===== src/rtl/serial_addsub_digit.sv =====
// Digit-serial adder/subtractor: LSD-first frames, carry chained between digits, mode per frame.
// Latency 1 cycle from accepted digit to out_valid. No backpressure: one digit per cycle is always accepted.
module serial_addsub_digit #(
  parameter int DIGIT_W    = 4,
  parameter int NUM_DIGITS = 4
) (
  input  logic               clk,
  input  logic               rst,
  input  logic               in_valid,
  input  logic               in_first,
  input  logic               in_sub,
  input  logic [DIGIT_W-1:0] in_a,
  input  logic [DIGIT_W-1:0] in_b,
  output logic               out_valid,
  output logic [DIGIT_W-1:0] out_digit,
  output logic               out_last,
  output logic               out_carry,
  output logic               out_overflow,
  output logic               out_abort
);

  localparam int CW = (NUM_DIGITS > 1) ? $clog2(NUM_DIGITS) : 1;
  localparam logic [CW-1:0] LAST_CNT = CW'(NUM_DIGITS - 1);

  localparam logic [0:0] S_IDLE = 1'b0;
  localparam logic [0:0] S_RUN  = 1'b1;

  logic [0:0]         state_q, state_d;
  logic [CW-1:0]      cnt_q, cnt_d;
  logic               carry_q, carry_d;
  logic               mode_q, mode_d;
  logic               valid_q, valid_d;
  logic [DIGIT_W-1:0] digit_q, digit_d;
  logic               last_q, last_d;
  logic               cout_q, cout_d;
  logic               ovf_q, ovf_d;
  logic               abort_q, abort_d;

  logic               accept;
  logic               mode_eff;
  logic               cin;
  logic               c_msb;
  logic               is_last;
  logic [DIGIT_W-1:0] b_eff;
  logic [DIGIT_W:0]   sum;
  logic [CW-1:0]      cnt_eff;

  // Digits outside a frame (IDLE without in_first) are silently dropped.
  assign accept   = in_valid & (in_first | (state_q == S_RUN));
  assign mode_eff = in_first ? in_sub : mode_q;
  assign b_eff    = in_b ^ {DIGIT_W{mode_eff}};
  assign cin      = in_first ? in_sub : carry_q;
  assign sum      = {1'b0, in_a} + {1'b0, b_eff} + {{DIGIT_W{1'b0}}, cin};
  // Carry into the digit MSB recovered from the MSB sum bit; reduces to cin when DIGIT_W==1.
  assign c_msb    = sum[DIGIT_W-1] ^ in_a[DIGIT_W-1] ^ b_eff[DIGIT_W-1];
  assign cnt_eff  = in_first ? '0 : cnt_q;
  assign is_last  = (cnt_eff == LAST_CNT);

  always_comb begin
    state_d = state_q;
    cnt_d   = cnt_q;
    carry_d = carry_q;
    mode_d  = mode_q;
    valid_d = accept;
    digit_d = digit_q;
    last_d  = 1'b0;
    cout_d  = 1'b0;
    ovf_d   = 1'b0;
    abort_d = 1'b0;
    if (accept) begin
      carry_d = sum[DIGIT_W];
      mode_d  = mode_eff;
      digit_d = sum[DIGIT_W-1:0];
      abort_d = in_first & (state_q == S_RUN);
      if (is_last) begin
        state_d = S_IDLE;
        cnt_d   = '0;
        last_d  = 1'b1;
        cout_d  = sum[DIGIT_W];
        ovf_d   = c_msb ^ sum[DIGIT_W];
      end else begin
        state_d = S_RUN;
        cnt_d   = cnt_eff + CW'(1);
      end
    end
  end

  always_ff @(posedge clk or negedge rst) begin
    if (!rst) begin
      state_q <= S_IDLE;
      cnt_q   <= '0;
      carry_q <= 1'b0;
      mode_q  <= 1'b0;
      valid_q <= 1'b0;
      digit_q <= '0;
      last_q  <= 1'b0;
      cout_q  <= 1'b0;
      ovf_q   <= 1'b0;
      abort_q <= 1'b0;
    end else begin
      state_q <= state_d;
      cnt_q   <= cnt_d;
      carry_q <= carry_d;
      mode_q  <= mode_d;
      valid_q <= valid_d;
      digit_q <= digit_d;
      last_q  <= last_d;
      cout_q  <= cout_d;
      ovf_q   <= ovf_d;
      abort_q <= abort_d;
    end
  end

  assign out_valid    = valid_q;
  assign out_digit    = digit_q;
  assign out_last     = last_q;
  assign out_carry    = cout_q;
  assign out_overflow = ovf_q;
  assign out_abort    = abort_q;

endmodule


===== config.mk =====
export PLATFORM = sky130hd
export DESIGN_NAME = serial_addsub_digit
export DESIGN_NICKNAME = d
export VERILOG_FILES = /design/src/rtl/serial_addsub_digit.sv
export SDC_FILE = /design/constraint.sdc
export NUM_CORES = 1
export LEC_CHECK = 0
export CORE_UTILIZATION = 33
export CTS_CLUSTER_DIAMETER = 40
export CTS_CLUSTER_SIZE = 10
export DETAILED_ROUTE_END_ITERATION = 10
export PLACE_DENSITY = 0.64
export SYNTH_ARGS = -nofsm -noshare
export SYNTH_HDL_FRONTEND = slang
export SYNTH_SLANG_ARGS = --single-unit

===== constraint.sdc =====
create_clock -name clk -period 3.6 [get_ports clk]
set_input_delay 0.72 -clock clk [delete_from_list [all_inputs] [get_ports clk]]
set_output_delay 0.72 -clock clk [all_outputs]
set_load 0.03 [all_outputs]

Yosys cells after proc, flatten, opt, wreduce, memory -nomap -nowiden
Cells that the tools add are included.

Flip-flop bits (word level): 14. Bits of input ports: 13.

Add/subtract/negate cells: 3. Eq/ne operators: 1. Muxes and demuxes: 12. Bitwise operators: 7.

Operator list (number): $mux W1 (10); $add A4 B4 Y5 (1); $add A5 B1 Y5 (1); $mux W2 (2); $xor A4 B4 Y4 (1); $xor A1 B1 Y1 (3); $add A2 B1 Y2 const B (1); $and A1 B1 Y1 (2); $eq A2 B2 Y1 const B (1); $or A1 B1 Y1 (1).

Depth between registers and ports, before layout
Word-level depth: 9. Gate-level depth with buffers: 11.

Worst setup path after synthesis
OpenSTA, ideal clock, no wires.

Path type: input-to-reg. Start point: input port in_first. End point: register ovf_q, in the netlist out_overflow. Setup time: 0.072 ns. Arrival: 2.925 ns. Data required time: 3.528 ns. Slack: 0.603 ns. Stages: 11. Path buffers: 1. Path through: buf_6 > mux2i_4 > xor2_1 > fa_1 > inv_1 > fa_1 > a21o_1 > a21oi_4 > xor2_1 > xnor3_1 > nor2_1.

Longest elaborated chain between the ends: 9. Elaborated cells between the ends (all ways): 14. Those cells by class: 2 x add/sub; 1 x eq/ne; 5 x mux; 6 x bitwise.

RTL lines: start, declared (RTL line 10) `input logic in_first,`; $mux W1 (RTL line 50) `assign mode_eff = in_first ? in_sub : mode_q;`; $xor A4 B4 Y4 (RTL line 51) `assign b_eff = in_b ^ {DIGIT_W{mode_eff}};`; $add A4 B4 Y5 (RTL line 53) `assign sum = {1'b0, in_a} + {1'b0, b_eff} + {{DIGIT_W{1'b0}}, cin};`; $add A5 B1 Y5 (RTL line 53); $xor A1 B1 Y1 (2 in a row) (RTL line 55) `assign c_msb = sum[DIGIT_W-1] ^ in_a[DIGIT_W-1] ^ b_eff[DIGIT_W-1];`; $xor A1 B1 Y1 (RTL line 80) `ovf_d = c_msb ^ sum[DIGIT_W];`; $mux W1 (RTL line 75) `if (is_last) begin`; $mux W1 (*) (RTL line 70) `if (accept) begin`; via ovf_d (RTL line 36) `logic ovf_q, ovf_d;`; end signal, assigned (RTL line 109) `ovf_q <= ovf_d;`; end, declared (RTL line 36).

The timed path passes the listed nets; every way through them passes the cells marked *. A chain may end at the register's enable or synchronous reset.

Worst setup path after layout
Ends and elaborated chain as after synthesis.

==> results.json <==
{
  "status": "finished clean",
  "layout.nets": 111,
  "cp-end-kind": "register",
  "finalHoldViolCount": 0,
  "postCtsSetupBuffers": 0,
  "cts_buffers": 3,
  "critPathRequiredTime_ns": 3.82,
  "first_pass_iters": 1,
  "antennaDiodeCount": 0,
  "p_leak_uw": 0.000496,
  "yosys_register_bits": 14,
  "slowest_delay_ns": 0.54,
  "die_h_um": 50.9,
  "via_per_inst": 4.54,
  "cts_tree": "yes",
  "cp-start-kind": "primary input",
  "ios": 22,
  "worst_pin_slew_ns": 0.648,
  "hold_class": "reg -> reg",
  "cellInternalPower_uw": 404,
  "die_x_um": 50.9,
  "syn_area_per_cell_um2": 12.1,
  "yosys_warnings": 0,
  "dieArea_um2": 2590,
  "ir_drop_mv": 0.285,
  "crit_arrival_ns": 3.41,
  "dpl.hpwl_um": 1020,
  "relSlewSlack_pct": 56.7,
  "switchingPower_uw": 212,
  "antenna_found_initial": 0,
  "power_frac_clock_pct": 18.4,
  "synth_most_common_cell": "dfrtp_1",
  "fillCellCount": 210,
  "start_util_pct": 35.4,
  "synth_common_cells": "dfrtp_1, o21ai_0, nand2_1",
  "synthFlopType": "dfrtp_1",
  "wire_per_inst_um": 11.0,
  "netlist_instances": 65,
  "wirelength_um": 1300,
  "setup_violations": 0,
  "seq_area_frac_synth_pct": 44.4,
  "power.density_nw_per_um2": 571,
  "drc_errors": 0,
  "p_comb_share_pct": 45.5,
  "fmax_ghz": 0.314,
  "clock_latency_ns": 0.28,
  "grt_usage_pct": 12.2,
  "fp.coreArea_um2": 2230,
  "areaGrowthSynthToFinish_pct": 36.6,
  "synthArstFlopShare_pct": 100,
  "placementRows": 17,
  "synthesis.nets": 84,
  "p_seq_share_pct": 36.1,
  "vias": 540,
  "timing.critical_path.slowest_stage_cell": "clkdlybuf4s50_1",
  "cap_violations": 0,
  "synth_largest_area_cell": "dfrtp_1",
  "cts.sinks": 14,
  "synth_edf_count": 0,
  "ant_nets": 0,
  "grt_start_max_net_pins": 15,
  "power_uw": 616,
  "ctsHoldBuffers": 0,
  "tns_ns": 0,
  "grt_pass1_vias": 585,
  "path_clk_slew_ns": 0.08,
  "skew_ns": 0.00203,
  "netSwitchingFraction_pct": 34.4,
  "place.gp.congestion": 0.719,
  "fin_crit_ns": 3.19,
  "syn_area_um2": 790,
  "layout-drive-gt1-share_pct": 16.5,
  "synth_top_area_share_pct": 44.4,
  "cp_max_fo": 3,
  "grt_pass1_wl_um": 2360,
  "slew_violations": 0,
  "post-route-period-util_pct": 88.6,
  "placement.io_buffers": 21,
  "ys_top_cells_by_area": "dfrtp_1, ha_1, xnor3_1",
  "cts_max_path_buffers": 2,
  "cts_resized": 0,
  "crit_type": "in -> reg",
  "htreeDepth": 1,
  "yosysUniqueCellTypes": 24,
  "cts-root-buf": "clkbuf_4",
  "drt_iter0_drc": 0,
  "grt_overflow_total": 0,
  "grt_setup_unrepaired": "false",
  "cp_cell_sequence": "clkdlybuf4s50_1, mux2i_4, xor2_1, fa_1, inv_1, fa_1, a21o_1, a21oi_4, xor2_1, xnor3_1, nor2_1"
}
## layer usage
layer	up-vias	GRT usage (%)	share of wire [%]
met5	-	0	0
met4	0	5.56	1.9
met3	3	2.98	6.1
met2	18	21.5	48
met1	250	13.8	44
li1	269	-	-
## path summary, 6_finish.rpt
check / start / endpoint / slack [ns] / cells after the start
worst max-delay path: in_first / out_overflow / 0.41 / 11
worst min-delay path: out_digit[0] / out_digit[0] / 0.48 / 2
worst max register to register: mode_q / out_overflow / 1.08 / 10
worst min register to register: out_digit[0] / out_digit[0] / 0.48 / 2
max in group asynchronous: rst / out_overflow / 2.35 / 1
min in group asynchronous: rst / out_digit[0] / 0.83 / 1
## layout by cell type, fill, tap and decap left out, types with 3 or more instances in the layout
| cell type | Yosys | routed |
|---|---|---|
| a21oi_1 | 3 | 3 |
| buf_4 | 0 | 3 |
| clkbuf_4 | 0 | 3 |
| clkdlybuf4s50_1 | 0 | 21 |
| dfrtp_1 | 14 | 14 |
| ha_1 | 4 | 4 |
| inv_1 | 4 | 4 |
| nand2_1 | 5 | 5 |
| o21ai_0 | 6 | 6 |
| xnor2_1 | 4 | 4 |
| xor2_1 | 3 | 3 |
## power groups by stage
stage          clock (µW)  sequential [µW]  combinational (µW)
6_report              113              222                 280
5_1_grt               123              230                 310
4_1_cts               118              223                 286
3_5_place_dp            0              226                 285
3_3_place_gp            0              224                 278
2_1_floorplan           0              271                 141
## worst max-delay path, delay by kind of cell
family / cells / cell delay (ns)
XOR/XNOR: 3 / 0.74
adder cells (fa/ha/maj): 2 / 0.60
multiplexers: 1 / 0.26
AO/OA/AOI/OAI: 2 / 0.40
buffers and inverters: 2 / 0.60
AND/OR/NAND/NOR: 1 / 0.08
## kinds of logic after synthesis
kind of cell             after synthesis  share of synthesized area, %
flip-flops                            14                          44.4
XOR/XNOR                               9                          13.5
AO/OA/AOI/OAI                         15                          12.8
multiplexers                           4                          6.97
adder cells (fa/ha/maj)                6                          11.4
buffers and inverters                  6                          3.80
AND/OR/NAND/NOR                       11                          7.13
## metrics by stage
stage	utilization, %	instances	hold slack, ns	setup WS [ns]	area (µm²)
after floorplan	-	65	0.424	0.603	790
after global placement	46.7	115	0.464	0.114	1040
after detailed placement	46.7	115	0.471	0.0935	1040
after CTS	48.3	119	0.491	0.382	1080
after global routing	48.3	119	0.528	0.223	1080
final	48.3	119	0.479	0.412	1080
## state kept, by name (all words and copies together) (netlist names)
signal and flops:
out_last 1, out_carry 1, out_valid 1, out_digit 4, mode_q 1, cnt_q 2
state_q 1, out_overflow 1, out_abort 1, carry_q 1
## cell type report
| class | count | area (µm²) | area share (%) |
|---|---|---|---|
| Tap cell | 28 | 35.0 | 3.25 |
| Timing Repair Buffer | 24 | 233 | 21.6 |
| Clock buffer | 4 | 36.3 | 3.36 |
| Inverter | 4 | 15.0 | 1.39 |
| Sequential cell | 14 | 350 | 32.5 |
| Multi-Input combinational cell | 45 | 409 | 37.9 |
Note: power is estimated with default switching activity, not from simulation.
